**src/rtl/fp_op_sequencer_pkg.sv**
```systemverilog
// Shared types and defaults for the FPALU multicycle sequencer:
// FPALU op codes, sequencer state encoding and default op-class latencies.
package fp_op_sequencer_pkg;

  typedef enum logic [4:0] {
    FOPADD   = 5'd0,
    FOPSUB   = 5'd1,
    FOPMUL   = 5'd2,
    FOPDIV   = 5'd3,
    FOPSQRT  = 5'd4,
    FOPMIN   = 5'd5,
    FOPMAX   = 5'd6,
    FOPSGNJ  = 5'd7,
    FOPSGNJN = 5'd8,
    FOPSGNJX = 5'd9,
    FOPCVTWS = 5'd10,
    FOPCVTSW = 5'd11,
    FOPEQ    = 5'd12,
    FOPLT    = 5'd13,
    FOPLE    = 5'd14,
    FOPMV    = 5'd15
  } fp_op_e;

  typedef enum logic [1:0] {
    SEQ_IDLE  = 2'd0,
    SEQ_ISSUE = 2'd1,
    SEQ_WAIT  = 2'd2,
    SEQ_WB    = 2'd3
  } seq_state_e;

  localparam int LAT_ADD_DEF  = 7;
  localparam int LAT_MUL_DEF  = 5;
  localparam int LAT_DIV_DEF  = 6;
  localparam int LAT_SQRT_DEF = 16;
  localparam int LAT_CVT_DEF  = 6;
  localparam int LAT_MISC_DEF = 1;
  localparam int LAT_MAX      = 31;

endpackage

```
**src/rtl/fp_op_sequencer_if.sv**
```systemverilog
// Control-unit <-> FP sequencer signal bundle; master is the control unit side.
interface fp_op_sequencer_if;
  logic       iStart;
  logic [4:0] iOp;
  logic [4:0] iRd;
  logic       iDestInt;
  logic [4:0] oFPControl;
  logic       oFPStart;
  logic       oStall;
  logic       oFPRegWrite;
  logic       oIntRegWrite;
  logic [4:0] oWbRd;
  logic       oBusy;
  logic       oIllegal;

  modport master (
    output iStart, iOp, iRd, iDestInt,
    input  oFPControl, oFPStart, oStall, oFPRegWrite, oIntRegWrite, oWbRd, oBusy, oIllegal
  );

  modport slave (
    input  iStart, iOp, iRd, iDestInt,
    output oFPControl, oFPStart, oStall, oFPRegWrite, oIntRegWrite, oWbRd, oBusy, oIllegal
  );
endinterface

```
**src/rtl/fp_op_sequencer_fp_lat_lookup.sv**
```systemverilog
// Combinational op-code to FPALU latency map; op codes outside 0..15 are flagged illegal.
module fp_lat_lookup
  import fp_op_sequencer_pkg::*;
#(
  parameter int LAT_ADD  = LAT_ADD_DEF,
  parameter int LAT_MUL  = LAT_MUL_DEF,
  parameter int LAT_DIV  = LAT_DIV_DEF,
  parameter int LAT_SQRT = LAT_SQRT_DEF,
  parameter int LAT_CVT  = LAT_CVT_DEF,
  parameter int LAT_MISC = LAT_MISC_DEF
) (
  input  logic [4:0] op,
  output logic [4:0] latency,
  output logic       legal
);

  localparam logic [4:0] L_ADD  = LAT_ADD[4:0];
  localparam logic [4:0] L_MUL  = LAT_MUL[4:0];
  localparam logic [4:0] L_DIV  = LAT_DIV[4:0];
  localparam logic [4:0] L_SQRT = LAT_SQRT[4:0];
  localparam logic [4:0] L_CVT  = LAT_CVT[4:0];
  localparam logic [4:0] L_MISC = LAT_MISC[4:0];

  // The down-counter is 5 bits, so every class latency must fit in 1..31.
  generate
    if (LAT_ADD < 1 || LAT_ADD > LAT_MAX || LAT_MUL < 1 || LAT_MUL > LAT_MAX ||
        LAT_DIV < 1 || LAT_DIV > LAT_MAX || LAT_SQRT < 1 || LAT_SQRT > LAT_MAX ||
        LAT_CVT < 1 || LAT_CVT > LAT_MAX || LAT_MISC < 1 || LAT_MISC > LAT_MAX) begin : g_lat_range_error
      $error("fp_lat_lookup: every LAT_* parameter must be in 1..31");
    end
  endgenerate

  // Map each op code onto its class latency.
  always_comb begin
    latency = 5'd0;
    legal   = 1'b1;
    case (op)
      FOPADD, FOPSUB:                    latency = L_ADD;
      FOPMUL:                            latency = L_MUL;
      FOPDIV:                            latency = L_DIV;
      FOPSQRT:                           latency = L_SQRT;
      FOPCVTWS, FOPCVTSW:                latency = L_CVT;
      FOPMIN, FOPMAX, FOPSGNJ, FOPSGNJN,
      FOPSGNJX, FOPEQ, FOPLT, FOPLE,
      FOPMV:                             latency = L_MISC;
      default: begin
        latency = 5'd0;
        legal   = 1'b0;
      end
    endcase
  end

endmodule

```
**src/rtl/fp_op_sequencer.sv**
```systemverilog
// Multicycle FPALU sequencer: accepts a decoded FP op, stalls the PC, issues one
// start pulse, counts the op-class latency and emits a one-cycle writeback strobe.
module fp_op_sequencer
  import fp_op_sequencer_pkg::*;
#(
  parameter int LAT_ADD  = LAT_ADD_DEF,
  parameter int LAT_MUL  = LAT_MUL_DEF,
  parameter int LAT_DIV  = LAT_DIV_DEF,
  parameter int LAT_SQRT = LAT_SQRT_DEF,
  parameter int LAT_CVT  = LAT_CVT_DEF,
  parameter int LAT_MISC = LAT_MISC_DEF
) (
  input logic              iCLK,
  input logic              iRST_n,
  fp_op_sequencer_if.slave seq
);

  seq_state_e state_r;
  logic [4:0] op_r;
  logic [4:0] rd_r;
  logic [4:0] lat_r;
  logic [4:0] cnt_r;
  logic       dest_int_r;
  logic       fp_start_r;
  logic       stall_r;
  logic       fp_wr_r;
  logic       int_wr_r;
  logic       busy_r;
  logic [4:0] lat_s;
  logic       legal_s;
  logic       idle_start_s;
  logic       accept_s;

  fp_lat_lookup #(
    .LAT_ADD  (LAT_ADD),
    .LAT_MUL  (LAT_MUL),
    .LAT_DIV  (LAT_DIV),
    .LAT_SQRT (LAT_SQRT),
    .LAT_CVT  (LAT_CVT),
    .LAT_MISC (LAT_MISC)
  ) u_lat (
    .op      (seq.iOp),
    .latency (lat_s),
    .legal   (legal_s)
  );

  assign idle_start_s = (state_r == SEQ_IDLE) && seq.iStart;
  assign accept_s     = idle_start_s && legal_s;

  // Sequencer FSM with latency counter; strobes are registered on state entry.
  always_ff @(posedge iCLK or negedge iRST_n) begin
    if (!iRST_n) begin
      state_r    <= SEQ_IDLE;
      op_r       <= 5'd0;
      rd_r       <= 5'd0;
      lat_r      <= 5'd0;
      cnt_r      <= 5'd0;
      dest_int_r <= 1'b0;
      fp_start_r <= 1'b0;
      stall_r    <= 1'b0;
      fp_wr_r    <= 1'b0;
      int_wr_r   <= 1'b0;
      busy_r     <= 1'b0;
    end else begin
      fp_start_r <= 1'b0;
      fp_wr_r    <= 1'b0;
      int_wr_r   <= 1'b0;
      case (state_r)
        SEQ_IDLE: begin
          if (accept_s) begin
            op_r       <= seq.iOp;
            rd_r       <= seq.iRd;
            dest_int_r <= seq.iDestInt;
            lat_r      <= lat_s;
            state_r    <= SEQ_ISSUE;
            fp_start_r <= 1'b1;
            stall_r    <= 1'b1;
            busy_r     <= 1'b1;
          end else begin
            stall_r <= 1'b0;
            busy_r  <= 1'b0;
          end
        end
        SEQ_ISSUE: begin
          cnt_r <= lat_r - 5'd1;
          if (lat_r == 5'd1) begin
            state_r  <= SEQ_WB;
            stall_r  <= 1'b0;
            fp_wr_r  <= ~dest_int_r;
            int_wr_r <= dest_int_r;
          end else begin
            state_r <= SEQ_WAIT;
          end
        end
        SEQ_WAIT: begin
          cnt_r <= cnt_r - 5'd1;
          if (cnt_r == 5'd1) begin
            state_r  <= SEQ_WB;
            stall_r  <= 1'b0;
            fp_wr_r  <= ~dest_int_r;
            int_wr_r <= dest_int_r;
          end else begin
            state_r <= SEQ_WAIT;
          end
        end
        SEQ_WB: begin
          // The instruction that caused this op is still decoded here, so iStart is ignored.
          state_r <= SEQ_IDLE;
          busy_r  <= 1'b0;
        end
        default: begin
          state_r <= SEQ_IDLE;
          stall_r <= 1'b0;
          busy_r  <= 1'b0;
        end
      endcase
    end
  end

  // In IDLE the stall must act in the decode cycle itself, hence the combinational term.
  assign seq.oStall       = iRST_n && (stall_r || accept_s);
  assign seq.oIllegal     = iRST_n && idle_start_s && !legal_s;
  assign seq.oFPControl   = op_r;
  assign seq.oWbRd        = rd_r;
  assign seq.oFPStart     = fp_start_r;
  assign seq.oFPRegWrite  = fp_wr_r;
  assign seq.oIntRegWrite = int_wr_r;
  assign seq.oBusy        = busy_r;

endmodule

```
**src/flat_wrapper.sv**
```systemverilog
// flat-port wrapper written by rule: the top's interface ports become plain ports
module fp_op_sequencer_flat import fp_op_sequencer_pkg::*;
#(
  parameter int LAT_ADD  = LAT_ADD_DEF,
  parameter int LAT_MUL  = LAT_MUL_DEF,
  parameter int LAT_DIV  = LAT_DIV_DEF,
  parameter int LAT_SQRT = LAT_SQRT_DEF,
  parameter int LAT_CVT  = LAT_CVT_DEF,
  parameter int LAT_MISC = LAT_MISC_DEF
)
  (iCLK, iRST_n, seq_iStart, seq_iOp, seq_iRd, seq_iDestInt, seq_oFPControl, seq_oFPStart, seq_oStall, seq_oFPRegWrite, seq_oIntRegWrite, seq_oWbRd, seq_oBusy, seq_oIllegal);
  fp_op_sequencer_if seq_i ();
  input logic iCLK;
  input logic iRST_n;
  input wire logic [$bits(seq_i.iStart)-1:0] seq_iStart;
  input wire logic [$bits(seq_i.iOp)-1:0] seq_iOp;
  input wire logic [$bits(seq_i.iRd)-1:0] seq_iRd;
  input wire logic [$bits(seq_i.iDestInt)-1:0] seq_iDestInt;
  output wire logic [$bits(seq_i.oFPControl)-1:0] seq_oFPControl;
  output wire logic [$bits(seq_i.oFPStart)-1:0] seq_oFPStart;
  output wire logic [$bits(seq_i.oStall)-1:0] seq_oStall;
  output wire logic [$bits(seq_i.oFPRegWrite)-1:0] seq_oFPRegWrite;
  output wire logic [$bits(seq_i.oIntRegWrite)-1:0] seq_oIntRegWrite;
  output wire logic [$bits(seq_i.oWbRd)-1:0] seq_oWbRd;
  output wire logic [$bits(seq_i.oBusy)-1:0] seq_oBusy;
  output wire logic [$bits(seq_i.oIllegal)-1:0] seq_oIllegal;
  assign seq_i.iStart = seq_iStart;
  assign seq_i.iOp = seq_iOp;
  assign seq_i.iRd = seq_iRd;
  assign seq_i.iDestInt = seq_iDestInt;
  assign seq_oFPControl = seq_i.oFPControl;
  assign seq_oFPStart = seq_i.oFPStart;
  assign seq_oStall = seq_i.oStall;
  assign seq_oFPRegWrite = seq_i.oFPRegWrite;
  assign seq_oIntRegWrite = seq_i.oIntRegWrite;
  assign seq_oWbRd = seq_i.oWbRd;
  assign seq_oBusy = seq_i.oBusy;
  assign seq_oIllegal = seq_i.oIllegal;
  fp_op_sequencer #(.LAT_ADD(LAT_ADD), .LAT_MUL(LAT_MUL), .LAT_DIV(LAT_DIV), .LAT_SQRT(LAT_SQRT), .LAT_CVT(LAT_CVT), .LAT_MISC(LAT_MISC)) u_core (.iCLK(iCLK), .iRST_n(iRST_n), .seq(seq_i));
endmodule
```
**config.mk**
```make
export PLATFORM = sky130hd
export DESIGN_NAME = fp_op_sequencer_flat
export DESIGN_NICKNAME = d
export VERILOG_FILES = /design/src/rtl/fp_op_sequencer_pkg.sv /design/src/rtl/fp_op_sequencer_if.sv /design/src/rtl/fp_op_sequencer_fp_lat_lookup.sv /design/src/rtl/fp_op_sequencer.sv /design/src/flat_wrapper.sv
export SDC_FILE = /design/constraint.sdc
export NUM_CORES = 1
export LEC_CHECK = 0
export ABC_AREA = 1
export CORE_UTILIZATION = 42
export CTS_BUF_LIST = sky130_fd_sc_hd__clkbuf_8
export DETAILED_ROUTE_END_ITERATION = 6
export PLACE_DENSITY = 0.67
export RECOVER_POWER = 50
export SYNTH_ARGS = -nofsm -noshare
export SYNTH_HDL_FRONTEND = slang
export SYNTH_HIERARCHICAL = 1
export SYNTH_SLANG_ARGS = --single-unit
```
**constraint.sdc**
```tcl
create_clock -name iCLK -period 1.63 [get_ports iCLK]
set_clock_uncertainty 0.2 [all_clocks]
set_input_delay 0.326 -clock iCLK [delete_from_list [all_inputs] [get_ports iCLK]]
set_output_delay 0.326 -clock iCLK [all_outputs]
set_load 0.02 [all_outputs]
```
After elaboration in Yosys (flattened, before gate mapping)
Cells that the tools add are included.

Reduce and logical (&&, ||, !) cells: 18. Bitwise logic cells: 1. Add/sub/neg operators: 2. Muxes and demuxes: 19. Eq/ne operators: 23.

Operators with widths (number): 5-bit by 4-bit == test with 1-bit output (second input constant) (8); 5-bit case mux with 5 select lines (1); 5-bit by 3-bit == test with 1-bit output (second input constant) (4); 16-bit OR reduction (1); 5-bit by 1-bit == test with 1-bit output (second input constant) (3); 1-bit 2-to-1 mux (11); 5-bit by 2-bit == test with 1-bit output (second input constant) (2); 5-bit case mux with 2 select lines (1); 5-bit by 1-bit subtractor with 5-bit output (second input constant) (2); 9-bit OR reduction (1); 2-bit case mux with 4 select lines (1); 2-bit by 1-bit inequality test with 1-bit output (second input constant) (3); 1-bit case mux with 2 select lines (3); 1-bit logical AND (5); 5-bit zero test (1); 2-bit == test (second input constant) (2); 2-bit nonzero test (2); 1-bit case mux with 3 select lines (1); 3-bit AND reduction (1); 3-bit nonzero test (1); 3-bit OR reduction (1); 2-bit by 1-bit == test with 1-bit output (second input constant) (1); 2-bit zero test (1); 2-bit 2-to-1 mux (1); other kinds (5) (5).

Flip-flop bits (word level): 28. Logic and storage cells: 74. Input port bits: 14.

Depth between registers and ports, before layout
Depth after elaboration: 6. Gate-level depth with buffers: 9. Mapped depth without buffers: 9.

Cells and area by module
The synthesis kept the hierarchy.

Modules (own cells, without submodules): fp_op_sequencer (area an instance 1436.4 sq um, times used 1, cells each 174); fp_lat_lookup (area an instance 117.6 sq um, times used 1, cells each 24).

Worst setup path after synthesis
No wires, ideal clock.

Kind: register to output. From: register u_core.state_r[0]. To: output seq_oStall. Slack: -0.021 ns. Buffers on the path: 0. Data arrival time: 1.125 ns. Stages on the path, launching flop included: 6. Cell sequence: dfrtp_1 inv_1 ha_1 nand3_4 clkinv_4 o21a_1.

Word-level cells in the longest chain between the ends: 5.

RTL lines: start, declared (RTL line fp_op_sequencer.sv:18) `seq_state_e state_r;`; start signal, assigned (RTL line fp_op_sequencer.sv:53) `state_r <= SEQ_IDLE;`; start signal, assigned (RTL line fp_op_sequencer.sv:75) `state_r <= SEQ_ISSUE;`; start signal, assigned (RTL line fp_op_sequencer.sv:87) `state_r <= SEQ_WB;`; 2-bit zero test (RTL line fp_op_sequencer.sv:47) `assign idle_start_s = (state_r == SEQ_IDLE) && seq.iStart;`; 1-bit logical AND (RTL line fp_op_sequencer.sv:47); 1-bit logical AND (RTL line fp_op_sequencer.sv:48) `assign accept_s = idle_start_s && legal_s;`; 1-bit logical OR (RTL line fp_op_sequencer.sv:121) `assign seq.oStall = iRST_n && (stall_r || accept_s);`; 1-bit logical AND (RTL line fp_op_sequencer.sv:121); end, declared (RTL line flat_wrapper.sv:21) `output wire logic [$bits(seq_i.oStall)-1:0] seq_oStall;`.

Every way passes these cells.

Worst setup path after layout
Same ends and word-level chain as after synthesis.

==> run summary <==
Post-Route WL = 3.15 mm
Fraction of registers with async set/reset = 100%
Total CTS buffers = 3
Outcome = finished, violations left
Clk Latency, worst-skew pair = 0.27 ns
Hold Crit Class = reg -> reg
Synth warn = 6
Maxcap violations = 0
Global route overflow = 0
Failing checks = setup timing
DR iter-0 viols = 52
Core area = 3440 sq um
Number of port buffers = 29
Hold Vio Cnt, Final = 0
Int Power = 2180 uW
Met3 usage = 2.19%
DP Wirelength = 2.35 mm
Critical Path AT = 1.32 ns
Fin cells = 288
Sequential fraction of the synthesis area = 45.1%
Max Fanout on Critical Path = 4
Synth area leaders = dfrtp_1, nand2_1, ha_1, nand3_1, inv_1
Min Tclk post-route = 1.85 ns
Synth Register Bits = 28
Vias in the first global route = 1276
Post-route cell area = 2040 sq um
CTS sink count = 28
Syn_area_per_cell = 7.85 sq um
Met1 Use GR = 24.3%
Yosys top cell by area = dfrtp_1
Synth Flop Type = dfrtp_1
Count of hold buffers inserted by post-cts repair = 0
Die Y = 62.8 um
Rel. slew slack = 65.3%
Post-synth cell types = 24
Die width = 62.8 um
Post-synth top cells = nand2_1, dfrtp_1, inv_1
Final Worst Setup Slack = -0.215 ns
Full die area = 3950 sq um
Part of the power in combinational logic = 53.3%
WP data required = 1.10 ns
# rows = 21
Clock slew at reported path FFs = 0.10 ns
Seq pwr share = 32.1%
Pre-antenna DRT Iters = 4
CTS tree = done
Pins Over Slew Limit = 0
H-tree depth = 1
Gpl congestion = 0.780
Post-route DRC = 0
Wire per inst = 11.0 um
Worst Tran Pin Value = 0.521 ns
Initial core utilization = 45.1%
IO Pins = 30
Syn nets = 221
Worst Setup Path Type = reg -> out
Type of origin of the critical path = flop
Layout area overhead = 31.6%
RSZ-0062 raised after global routing = yes
Placed Area = 1970 sq um
Vias per inst = 4.62
Setup-failing EPs final = 2
Power Density = 1830 nW/um^2
# diodes = 0
Synth Instances = 198
Sw Share = 41.7%
Leakage = 0.00109 uW
Routed Antenna Nets = 0
GRT busiest layer = met2
Dpl cells = 282
Top-count cell post-synth = nand2_1
Synth top area share = 45.1%
First-pass GRT wire length = 5.47 mm
Clock Power Share = 14.6%
Largest net degree at the start of global routing = 23
Post-synth EDFFs = 0
Crit share post-route = 113%
GR Layer Usage met2 = 28.5%
Worst setup EP type = primary output
Root Buffer = clkbuf_8
Gr usage total = 17.5%
Mapped Area = 1550 sq um
Layout Nets = 266
Share of layout cells above drive strength 1 = 15.3%
Worst hold slack = 0.232 ns
Worst VDD drop = 0.000832 V
CTS Buffer Depth = 2
Psw = 1560 uW
Routed via count = 1331
Max Clock Freq = 542 MHz
Initial antenna violation count = 0
==> layer usage <==
metal	vias to the layer above	share of wire (%)	routed length, um
li1	704	-	-
met1	609	52	1640
met2	16	45	1430
met3	2	1.9	61
met4	0	0.70	22
met5	-	0	0
==> state kept, by name (all words and copies together), names as in the netlist, 2 cells and up <==
name	cells
u_core/seq.oFPControl	5
u_core/cnt_r	5
u_core/seq.oWbRd	5
u_core/state_r	2
u_core/lat_r	5
==> placed cells by master (no fill, tap or decap) <==
| cell type | n |
|---|---|
| a21oi_1 | 3 |
| buf_4 | 15 |
| buf_6 | 1 |
| bufinv_16 | 1 |
| clkbuf_1 | 1 |
| clkbuf_2 | 1 |
| clkbuf_4 | 1 |
| clkbuf_8 | 3 |
| clkdlybuf4s50_1 | 11 |
| clkinv_4 | 1 |
| conb_1 | 1 |
| dfrtp_1 | 28 |
| dlygate4sd2_1 | 15 |
| dlygate4sd3_1 | 1 |
| ha_1 | 7 |
| ha_2 | 1 |
| ha_4 | 1 |
| inv_1 | 22 |
| inv_2 | 4 |
| nand2_1 | 67 |
| nand2_2 | 1 |
| nand3_1 | 21 |
| nand3_4 | 1 |
| nand4_1 | 3 |
| nor2_1 | 11 |
| nor2_2 | 2 |
| nor4_2 | 1 |
| o21a_4 | 1 |
| o21ai_0 | 9 |
| o21ai_1 | 4 |
| o21ai_2 | 2 |
| o31ai_1 | 1 |
==> stage by stage <==
stage / util (%) / setup TNS (ns) / worst slack, ns / total power [uW]
finish: 59.4 / -0.382 / -0.215 / 3740
global route: 59.4 / -0.946 / -0.288 / 4120
CTS: 59.2 / -0.313 / -0.211 / 3770
detailed placement: 57.2 / -2.92 / -0.644 / 3250
global placement: 57.2 / -2.41 / -0.628 / 3230
floorplan: - / 0 / 0.0412 / 2500
==> logic make-up after synthesis <==
group	synth area share, %
compound gates	7.49
fa+ha+maj	7.25
buf+inv	9.98
flops	45.1
other cells	0.241
simple gates	30.0
==> power groups by stage <==
stage / Sequential, uW / Combinational (uW) / Clock [uW]
2_1_floorplan: 1380 / 1120 / 0
3_3_place_gp: 1210 / 2010 / 0
3_5_place_dp: 1210 / 2040 / 0
4_1_cts: 1200 / 2010 / 560
5_1_grt: 1240 / 2270 / 599
6_report: 1200 / 2000 / 545
==> path summary, 6_finish.rpt <==
| path | start | to | slack [ns] | cells past startpoint |
|---|---|---|---|---|
| worst min-delay path | u_core/dest_int_r | u_core/seq.oFPRegWrite | 0.23 | 1 |
| worst max-delay path | u_core/state_r[0] | seq_oStall | -0.22 | 6 |
| worst min register to register | u_core/dest_int_r | u_core/seq.oFPRegWrite | 0.23 | 1 |
| min in group asynchronous | iRST_n | u_core/seq.oBusy | 0.41 | 2 |
| worst max register to register | u_core/state_r[0] | u_core/lat_r[0] | 0.05 | 8 |
| max in group asynchronous | iRST_n | u_core/lat_r[0] | 0.39 | 2 |
==> repair_timing <==
action,CTS,global route
endpoints found under the hold margin,0,0
buffers inserted,1,1
setup endpoints to repair,16,9
resized for setup,30,4
cloned,0,0
pin swaps,2,1
==> layout make-up <==
class,count,area [sq um]
multi-input combinational,137,717
tap,46,57.6
fill,331,1400
sequential,28,701
timing repair buffer,46,392
clock buffer,3,41.3
inverter,27,106
clock inverter,1,30.0
==> worst max-delay path, stage by stage (launching register included) <==
cell	delay (ns)
dfrtp_1	0.37
inv_2	0.06
ha_4	0.18
nand3_4	0.07
clkinv_4	0.05
o21a_4	0.19
buf_6	0.12
No activity file was read; power rests on OpenSTA's default activity.
